===== src/rtl/dmem_access_ctrl_if.sv =====
// Data-memory bus between the MEM-stage access controller and the memory.
// The request channel uses a valid/ready handshake. The response channel is a
// single-cycle valid pulse that carries read data for loads only.
interface dmem_access_ctrl_if;
   logic        req_valid;
   logic        req_ready;
   logic        req_we;
   logic [31:0] req_addr;
   logic [3:0]  req_wstrb;
   logic [31:0] req_wdata;
   logic        resp_valid;
   logic [31:0] resp_rdata;

   // The controller side issues requests and consumes responses.
   modport master (
      output req_valid,
      output req_we,
      output req_addr,
      output req_wstrb,
      output req_wdata,
      input  req_ready,
      input  resp_valid,
      input  resp_rdata
   );

   // The memory side accepts requests and returns read data.
   modport slave (
      input  req_valid,
      input  req_we,
      input  req_addr,
      input  req_wstrb,
      input  req_wdata,
      output req_ready,
      output resp_valid,
      output resp_rdata
   );
endinterface


===== src/rtl/dmem_access_ctrl.sv =====
// MEM-stage data-memory access controller.
// It turns load/store controls into bus transactions and formats store lanes and
// strobes. It also extracts and sign- or zero-extends load data. While an access
// is in flight it raises d_mem_busy so that the pipeline freezes.
module dmem_access_ctrl #(
   parameter int unsigned TIMEOUT = 256
) (
   input  logic                      clk,
   input  logic                      rst,
   input  logic                      mem_read,
   input  logic                      mem_write,
   input  logic [2:0]                funct3,
   input  logic [31:0]               addr,
   input  logic [31:0]               wdata,
   input  logic                      mem_advance,
   output logic                      d_mem_busy,
   output logic [31:0]               rdata,
   output logic                      misalign_err,
   output logic                      bus_err,
   dmem_access_ctrl_if.master        bus
);

   // The timer can reach TIMEOUT: a load that is granted on the last budget
   // cycle still moves to WAIT before it is aborted there.
   localparam int TW = (TIMEOUT > 0) ? $clog2(TIMEOUT + 1) : 1;
   localparam logic [TW-1:0] TIMER_LAST = TW'((TIMEOUT > 0) ? TIMEOUT - 1 : 0);

   typedef enum logic [1:0] {
      S_IDLE = 2'd0,
      S_REQ  = 2'd1,
      S_WAIT = 2'd2,
      S_DONE = 2'd3
   } state_t;

   state_t         state_q, state_d;
   logic [TW-1:0]  timer_q, timer_d;
   logic           req_we_q, req_we_d;
   logic [31:0]    req_addr_q, req_addr_d;
   logic [3:0]     req_wstrb_q, req_wstrb_d;
   logic [31:0]    req_wdata_q, req_wdata_d;
   logic [2:0]     funct3_q, funct3_d;
   logic [1:0]     off_q, off_d;
   logic [31:0]    rdata_q, rdata_d;
   logic           bus_err_q, bus_err_d;

   logic           is_half;
   logic           is_word;
   logic           access;
   logic           timeout_hit;
   logic [3:0]     st_wstrb;
   logic [31:0]    st_wdata;
   logic [7:0]     resp_byte [4];
   logic [7:0]     ld_byte;
   logic [15:0]    ld_half;
   logic [31:0]    ld_data;

   // Misalignment is decoded from the live MEM-stage controls. A misaligned
   // access never reaches the bus and never stalls; the trap is raised elsewhere.
   assign is_half      = (funct3[1:0] == 2'b01);
   assign is_word      = (funct3 == 3'b010);
   assign misalign_err = (mem_read | mem_write) &
                         ((is_half & addr[0]) | (is_word & (|addr[1:0])));
   assign access       = (mem_read | mem_write) & ~misalign_err;

   assign timeout_hit  = (TIMEOUT != 0) && (timer_q >= TIMER_LAST);

   // Per-lane views. Store lanes replicate the byte or halfword so that any
   // strobe position sees the right data. Response lanes feed the load extractor.
   for (genvar gi = 0; gi < 4; gi++) begin : g_lane
      assign resp_byte[gi] = bus.resp_rdata[8*gi +: 8];
      assign st_wdata[8*gi +: 8] =
         (funct3[1:0] == 2'b00) ? wdata[7:0] :
         (funct3[1:0] == 2'b01) ? wdata[8*(gi % 2) +: 8] :
                                  wdata[8*gi +: 8];
   end

   // Store byte strobes, shifted to the addressed lane.
   always_comb begin
      st_wstrb = 4'hF;
      case (funct3[1:0])
         2'b00:   st_wstrb = 4'b0001 << addr[1:0];
         2'b01:   st_wstrb = 4'b0011 << addr[1:0];
         default: st_wstrb = 4'hF;
      endcase
   end

   // Load extraction, using the width and offset that were latched at issue.
   always_comb begin
      ld_byte = resp_byte[off_q];
      ld_half = off_q[1] ? bus.resp_rdata[31:16] : bus.resp_rdata[15:0];
      ld_data = bus.resp_rdata;
      case (funct3_q)
         3'b000:  ld_data = {{24{ld_byte[7]}}, ld_byte};
         3'b100:  ld_data = {24'h000000, ld_byte};
         3'b001:  ld_data = {{16{ld_half[15]}}, ld_half};
         3'b101:  ld_data = {16'h0000, ld_half};
         default: ld_data = bus.resp_rdata;
      endcase
   end

   // Next-state and datapath updates for the access FSM.
   always_comb begin
      state_d     = state_q;
      timer_d     = timer_q;
      req_we_d    = req_we_q;
      req_addr_d  = req_addr_q;
      req_wstrb_d = req_wstrb_q;
      req_wdata_d = req_wdata_q;
      funct3_d    = funct3_q;
      off_d       = off_q;
      rdata_d     = rdata_q;
      bus_err_d   = bus_err_q;

      case (state_q)
         S_IDLE: begin
            if (access) begin
               req_we_d    = mem_write;
               req_addr_d  = {addr[31:2], 2'b00};
               req_wstrb_d = mem_write ? st_wstrb : 4'h0;
               req_wdata_d = mem_write ? st_wdata : 32'h0;
               funct3_d    = funct3;
               off_d       = addr[1:0];
               timer_d     = '0;
               state_d     = S_REQ;
            end
         end

         S_REQ: begin
            timer_d = timer_q + 1'b1;
            if (bus.req_ready && req_we_q) begin
               // A store is complete when it is accepted; this wins over a
               // timeout that expires in the same cycle.
               bus_err_d = 1'b0;
               state_d   = S_DONE;
            end else if (bus.req_ready) begin
               state_d = S_WAIT;
            end else if (timeout_hit) begin
               bus_err_d = 1'b1;
               rdata_d   = 32'h0;
               state_d   = S_DONE;
            end
         end

         S_WAIT: begin
            timer_d = timer_q + 1'b1;
            if (bus.resp_valid) begin
               rdata_d   = ld_data;
               bus_err_d = 1'b0;
               state_d   = S_DONE;
            end else if (timeout_hit) begin
               bus_err_d = 1'b1;
               rdata_d   = 32'h0;
               state_d   = S_DONE;
            end
         end

         S_DONE: begin
            // Stay here until the instruction leaves MEM. This prevents a
            // second issue while another stall source holds the pipeline.
            if (mem_advance) begin
               state_d = S_IDLE;
            end
         end

         default: state_d = S_IDLE;
      endcase
   end

   // State and datapath registers with synchronous active-low reset.
   always_ff @(posedge clk) begin
      if (!rst) begin
         state_q     <= S_IDLE;
         timer_q     <= '0;
         req_we_q    <= 1'b0;
         req_addr_q  <= 32'h0;
         req_wstrb_q <= 4'h0;
         req_wdata_q <= 32'h0;
         funct3_q    <= 3'b000;
         off_q       <= 2'b00;
         rdata_q     <= 32'h0;
         bus_err_q   <= 1'b0;
      end else begin
         state_q     <= state_d;
         timer_q     <= timer_d;
         req_we_q    <= req_we_d;
         req_addr_q  <= req_addr_d;
         req_wstrb_q <= req_wstrb_d;
         req_wdata_q <= req_wdata_d;
         funct3_q    <= funct3_d;
         off_q       <= off_d;
         rdata_q     <= rdata_d;
         bus_err_q   <= bus_err_d;
      end
   end

   assign bus.req_valid = (state_q == S_REQ);
   assign bus.req_we    = req_we_q;
   assign bus.req_addr  = req_addr_q;
   assign bus.req_wstrb = req_wstrb_q;
   assign bus.req_wdata = req_wdata_q;

   assign d_mem_busy = ((state_q == S_IDLE) & access) |
                       (state_q == S_REQ) | (state_q == S_WAIT);
   assign rdata      = rdata_q;
   assign bus_err    = bus_err_q;

endmodule


===== src/flat_wrapper.sv =====
// flat-port wrapper written by rule: the top's interface ports become plain ports
module dmem_access_ctrl_flat 
#(
   parameter int unsigned TIMEOUT = 256
)
  (clk, rst, mem_read, mem_write, funct3, addr, wdata, mem_advance, d_mem_busy, rdata, misalign_err, bus_err, bus_req_valid, bus_req_we, bus_req_addr, bus_req_wstrb, bus_req_wdata, bus_req_ready, bus_resp_valid, bus_resp_rdata);
  dmem_access_ctrl_if bus_i ();
  input  logic clk;
  input  logic rst;
  input  logic mem_read;
  input  logic mem_write;
  input  logic [2:0] funct3;
  input  logic [31:0] addr;
  input  logic [31:0] wdata;
  input  logic mem_advance;
  output logic d_mem_busy;
  output logic [31:0] rdata;
  output logic misalign_err;
  output logic bus_err;
  output wire logic [$bits(bus_i.req_valid)-1:0] bus_req_valid;
  output wire logic [$bits(bus_i.req_we)-1:0] bus_req_we;
  output wire logic [$bits(bus_i.req_addr)-1:0] bus_req_addr;
  output wire logic [$bits(bus_i.req_wstrb)-1:0] bus_req_wstrb;
  output wire logic [$bits(bus_i.req_wdata)-1:0] bus_req_wdata;
  input wire logic [$bits(bus_i.req_ready)-1:0] bus_req_ready;
  input wire logic [$bits(bus_i.resp_valid)-1:0] bus_resp_valid;
  input wire logic [$bits(bus_i.resp_rdata)-1:0] bus_resp_rdata;
  assign bus_req_valid = bus_i.req_valid;
  assign bus_req_we = bus_i.req_we;
  assign bus_req_addr = bus_i.req_addr;
  assign bus_req_wstrb = bus_i.req_wstrb;
  assign bus_req_wdata = bus_i.req_wdata;
  assign bus_i.req_ready = bus_req_ready;
  assign bus_i.resp_valid = bus_resp_valid;
  assign bus_i.resp_rdata = bus_resp_rdata;
  dmem_access_ctrl #(.TIMEOUT(TIMEOUT)) u_core (.clk(clk), .rst(rst), .mem_read(mem_read), .mem_write(mem_write), .funct3(funct3), .addr(addr), .wdata(wdata), .mem_advance(mem_advance), .d_mem_busy(d_mem_busy), .rdata(rdata), .misalign_err(misalign_err), .bus_err(bus_err), .bus(bus_i));
endmodule

===== config.mk =====
export PLATFORM = sky130hd
export DESIGN_NAME = dmem_access_ctrl_flat
export DESIGN_NICKNAME = d
export VERILOG_FILES = /design/src/rtl/dmem_access_ctrl_if.sv /design/src/rtl/dmem_access_ctrl.sv /design/src/flat_wrapper.sv
export SDC_FILE = /design/constraint.sdc
export NUM_CORES = 1
export LEC_CHECK = 0
export ABC_AREA = 1
export CAP_MARGIN = 10
export CORE_MARGIN = 4
export CORE_UTILIZATION = 30
export DETAILED_ROUTE_END_ITERATION = 10
export PLACE_DENSITY = 0.56
export REMOVE_ABC_BUFFERS = 1
export SETUP_SLACK_MARGIN = 0.05
export SLEW_MARGIN = 20
export SYNTH_ARGS = -nofsm -noshare
export SYNTH_HDL_FRONTEND = slang
export SYNTH_SLANG_ARGS = --single-unit

===== constraint.sdc =====
create_clock -name clk -period 2.6 [get_ports clk]
set_clock_uncertainty 0.1 [all_clocks]
set_input_delay 0.39 -clock clk [delete_from_list [all_inputs] [get_ports clk]]
set_output_delay 0.39 -clock clk [all_outputs]
set_load 0.005 [all_outputs]

After elaboration in Yosys (flattened, before gate mapping)
Cells that the tools add are included.
Storage, ports and cells
  register bits after elaboration: 116
  bits in latches: 0
  memory bits (read-only): 0
  output and inout bits: 105
  logic and storage cells: 84
  memories kept: 0
  memory bits (writable): 0
Cells by class
  muxes and demuxes: 32
  div/mod/pow operators: 0
  multipliers: 0
  reductions and logical operators: 13
  bitwise logic cells: 11
  add/sub/neg operators: 1
  magnitude comparators: 2
  eq/ne operators: 13
  shifts and indexed selects: 2
Operator list (number)
  $mux 32: 5
  $pmux 32 s4: 1
  $pmux 32 s2: 1
  $mux 8: 7
  $pmux 9 s2: 1
  $bmux 8 s2: 1
  $mux 16: 1
  $mux 2: 6
  $add 9x1->9 const B: 1
  $ge 9x8->1 const B: 1
  $mux 9: 1
  $pmux 2 s4: 1
  $pmux 4 s2: 1
  $reduce_and 2->1: 4
  $eq 3x3->1 const B: 2
  $ne 2x2->1 const B: 3
  $and 1x1->1: 5
  $eq 2x1->1 const B: 2
  $eq 2x2->1 const B: 2
  $logic_not 2->1: 2
  $mux 1: 4
  $mux 4: 1
  $or 1x1->1: 4
  $reduce_bool 2->1: 2
  other kinds (14): 15

Logic depth before layout (Yosys ltp)
  depth after elaboration: 9
  mapped depth: 12

Worst setup path after synthesis
No wires, ideal clock.
  path kind: reg2reg
  start: register u_core.timer_q[0]
  end: register u_core.rdata_q[10], in the netlist u_core.rdata[10]
  library setup time: 0.070 ns
  arrival: 1.754 ns
  buffers on the path: 1
  path slack: 0.675 ns
  cell stages (with the launch flop): 13
  cell sequence: dfxtp_1 ha_1 nand2_1 inv_1 nand3_1 nor3_1 ha_1 nor2_1 nand2_1 a21oi_2 buf_2 nand2_1 a21oi_1
Between the ends
  cells in the longest elaborated chain, start to end: 5
  elaborated cells between the ends (all ways): 6
  classes of those cells: order compare: 1; mux: 5
RTL lines
  from (decl): line dmem_access_ctrl.sv:36  | logic [TW-1:0] timer_q, timer_d;
  from (signal assigned): line dmem_access_ctrl.sv:184  | timer_q <= timer_d;
  $ge 9x8->1 *: line dmem_access_ctrl.sv:65  | assign timeout_hit = (TIMEOUT != 0) && (timer_q >= TIMER_LAST);
  $mux 32 *
  $mux 32 (2 in a row)
  $pmux 32 s2 *
  to (signal assigned): line dmem_access_ctrl.sv:191  | rdata_q <= rdata_d;
  to (decl): line dmem_access_ctrl.sv:43  | logic [31:0] rdata_q, rdata_d;
Mark *: on every way between the ends. The rest lies on a longest branch, timed or not. The select of a mux whose other input is x is not followed.
A chain may end at the register's enable or synchronous reset.

Final worst setup path
  start: input port funct3[0]
  end: output port misalign_err
Between the ends
  cells in the longest elaborated chain, start to end: 4
  elaborated cells between the ends (all ways): 6
  classes of those cells: eq/ne: 2; bitwise: 4
RTL lines
  from (decl): line flat_wrapper.sv:12  | input logic [2:0] funct3;
  $eq 3x2->1 / $eq 2x1->1 (equally long branches)
  $and 1x1->1: line dmem_access_ctrl.sv:62  | ((is_half & addr[0]) | (is_word & (|addr[1:0])));
  $or 1x1->1 *: line dmem_access_ctrl.sv:62
  $and 1x1->1 *: line dmem_access_ctrl.sv:61  | assign misalign_err = (mem_read | mem_write) &
  to (decl): line flat_wrapper.sv:18  | output logic misalign_err;
Mark *: on every way between the ends. The rest lies on a longest branch, timed or not.

==> metrics.csv <==
stage,metric,value,unit
flow_run,max cap viols,0,
power,Net Switching,1.59,mW
detailed_routing,Post-Route WL,18.8,mm
sta,final hold violation count,0,
yosys,warnings from Yosys,0,
global_route,initial antenna violation count,1,
yosys,Syn Std Cell Area,5520,sq um
setup_path,crit start category,input pin,
yosys,Yosys top cell by area,dfxtp_1,
yosys,library cells used by synthesis,33,
setup_path,ordered cell list for the critical path,clkdlybuf4s50_1 > inv_4 > nor2_4 > nand2_4 > a21boi_0 > clkdlybuf4s50_1,
cells_and_area,share of cells above drive strength 1,0.0760,
sta,fin. max-slew vios,0,
clocking,CTS Hold Buffers Added,0,
power,Flop pwr share,0.357,
yosys,Syn Inst Count,812,
clocking,root buf cell,clkbuf_16,
power,Lkg Pwr,3.30,nW
placement,post-DP HPWL,13.4,mm
die,Rows,49,
clocking,CTS tree,built,
global_route,overall routing resource usage,0.179,
cells_and_area,Area Overhead vs Synth,53.0,%
sta,Rel. slew slack,0.634,
clocking,Clock Latency Late Sink,0.42,ns
setup_path,Critical-path top delay cell,clkdlybuf4s50_1,
yosys,compound-gate portion of the synthesized area,0.165,
global_route,GRT overflow,0,
sta,Fin Setup TNS,0,ns
setup_path,CP Capture Type,primary output,
clocking,CTS sink cnt,116,
clocking,CTS buffer count,17,
setup_path,crit path DAT,1.94,ns
yosys,xor and xnor area share after synthesis,0.00317,
clocking,clk slew on worst S/H paths,0.06,ns
yosys,Adder-Cell Fraction of Synth Area,0.0181,
sta,# setup viols final,0,
power,Clk pwr share,0.432,
die,die height,144,um
yosys,Syn Area/Cell,6.80,sq um
die,Initial Utilization,0.306,
detailed_routing,Iteration-0 DRC Markers,243,
setup_path,crit path max fanout,4,
die,Die Area,20600,sq um
die,Die W,144,um
cells_and_area,Layout Utilization,0.469,
power,Worst IR Drop VDD,0.000468,V
detailed_routing,number of detailed-route iterations in the first pass,5,
yosys,synthesized flop and latch total,116,
clocking,clk buf depth,2,
global_route,largest net degree at the start of global routing,71,
setup_path,r2r setup slk,0.42,ns
outcome,status,"finished, final reports clean",
sta,final period utilization,0.936,
sta,slew at the pin closest to its max-slew limit,0.548,ns
setup_path,most frequent CP cell,clkdlybuf4s50_1,
setup_path,Worst Setup Path Type,in2out,
cells_and_area,"commonest non-fill, non-tap cell in the layout",nand2_1,
yosys,combinational family with the most area after synthesis,simple AND/OR/NAND/NOR gates,
yosys,fraction of registers with async set/reset,0,
detailed_routing,routed vias/inst,4.63,
setup_path,CP max stage delay,0.54,ns
sta,hold_ws,0.361,ns
detailed_routing,detailed-route DRC error count,0,
yosys,top_reg_cell synth,dfxtp_1,
yosys,sequential area share after synthesis,0.420,
worst_hold_path,Hold Crit Class,reg2reg,
global_route,first-pass GRT wire length,29.1,mm
sta,fmax,0.411,GHz
cells_and_area,"commonest cells after routing, fill and taps aside","nand2_1, clkdlybuf4s50_1, a21oi_1, dfxtp_1, nand3_1",
sta,RSZ-0062 raised after global routing,false,
placement,Placer Congestion,0.829,
yosys,Synth area leaders,"dfxtp_1, nand2_1, a21oi_1, nand3_1, o21ai_0",
die,core area,18000,sq um
sta,post-layout min period,2.43,ns
detailed_routing,overall via count from detail_route,5812,
detailed_routing,post-DR wirelength/cell,15.0,um
yosys,post-synthesis mux area share,0,
yosys,Synth top area share,0.420,
global_route,vias in the first global route,5606,
setup_path,Worst EP required,2.11,ns
detailed_routing,"antenna viol nets, final",0,
power,switching part of the total power,0.291,
power,Gate power share,0.211,
yosys,Post-Synth Simple-Gate Area,0.321,
placement,Port Buffers,208,
power,Pint,3.86,mW
power,pwr dens,645,nW/um^2
yosys,Post-synth EDFFs,0,
clocking,Clock H-tree levels,4,
cells_and_area,Nets,1127,
die,Ports,211,
## worst max-delay path: cells and delay by family
| family | cells | cell delay [ns] |
|---|---|---|
| and+or+nand+nor | 2 | 0.19 |
| buffers and inverters | 3 | 1.14 |
| AOI/OAI and AO/OA | 1 | 0.23 |
## what timing repair did
item                                   CTS  global route
gates resized for setup                  0             5
setup endpoints to repair                0             2
endpoints found under the hold margin    0             0
buffers inserted                         0             0
## per-layer routing
layer | vias to the layer above | part of all wire | global-route usage
met5 | - | 0 | 0
met4 | 0 | 0.015 | 0.0610
met3 | 20 | 0.12 | 0.0829
met2 | 215 | 0.44 | 0.278
met1 | 2555 | 0.42 | 0.219
li1 | 3022 | - | -
## stage by stage
stage / total power, mW / instances / area [sq um] / setup slack (ns)
floorplan: 2.52 / 764 / 5250 / -0.109
global placement: 3.14 / 1223 / 7850 / 0.0751
detailed placement: 3.14 / 1223 / 7850 / 0.0445
CTS: 5.53 / 1255 / 8440 / 0.0750
global route: 5.75 / 1256 / 8450 / 0.0869
finish: 5.45 / 1256 / 8450 / 0.166
## final cells by class
cell class | count | area, sq um
sequential | 116 | 2320
timing repair buffer | 230 | 2310
clock inverter | 14 | 153
tap | 229 | 287
antenna | 1 | 2.50
multi-input combinational | 616 | 2810
fill | 1880 | 9570
inverter | 32 | 124
clock buffer | 18 | 439
## power groups by stage
stage | logic (mW) | clock network, mW | registers, mW
2_1_floorplan | 0.530 | 0 | 1.99
3_3_place_gp | 1.16 | 0 | 1.98
3_5_place_dp | 1.16 | 0 | 1.98
4_1_cts | 1.17 | 2.42 | 1.94
5_1_grt | 1.28 | 2.51 | 1.96
6_report | 1.15 | 2.35 | 1.95
## state kept, by name, indices dropped and copies added, names as in the netlist
name                  flops
u_core.bus.req_addr      30
u_core.bus.req_wdata     32
u_core.bus.req_we         1
u_core.bus.req_wstrb      4
u_core.bus_err            1
u_core.funct3_q           3
u_core.off_q              2
u_core.rdata             32
u_core.state_q            2
u_core.timer_q            9
## worst paths after layout
check	startpoint	endpoint	depth (start not counted)
min reg2reg	u_core.rdata[4]	u_core.rdata[4]	2
max reg2reg	u_core.state_q[1]	u_core.rdata[24]	10
min	u_core.rdata[4]	u_core.rdata[4]	2
max	funct3[0]	misalign_err	6
## cell usage after synthesis, types with 4 or more instances
library cell  number
a21oi_1          126
buf_2             16
buf_4             12
clkbuf_1          18
dfxtp_1          116
ha_1               8
inv_1             27
inv_2              4
nand2_1          335
nand3_1           48
nand3_2            4
nor2_1            29
nor3_1             4
o21a_1             7
o21ai_0           31
## kinds of logic after synthesis
logic type	after synthesis
AOI/OAI and AO/OA	173
other	1
DFF	116
adders and majority gates	8
buffers and inverters	81
and+or+nand+nor	431
xor gates and xnor gates	2
No activity file was read; power rests on OpenSTA's default activity.
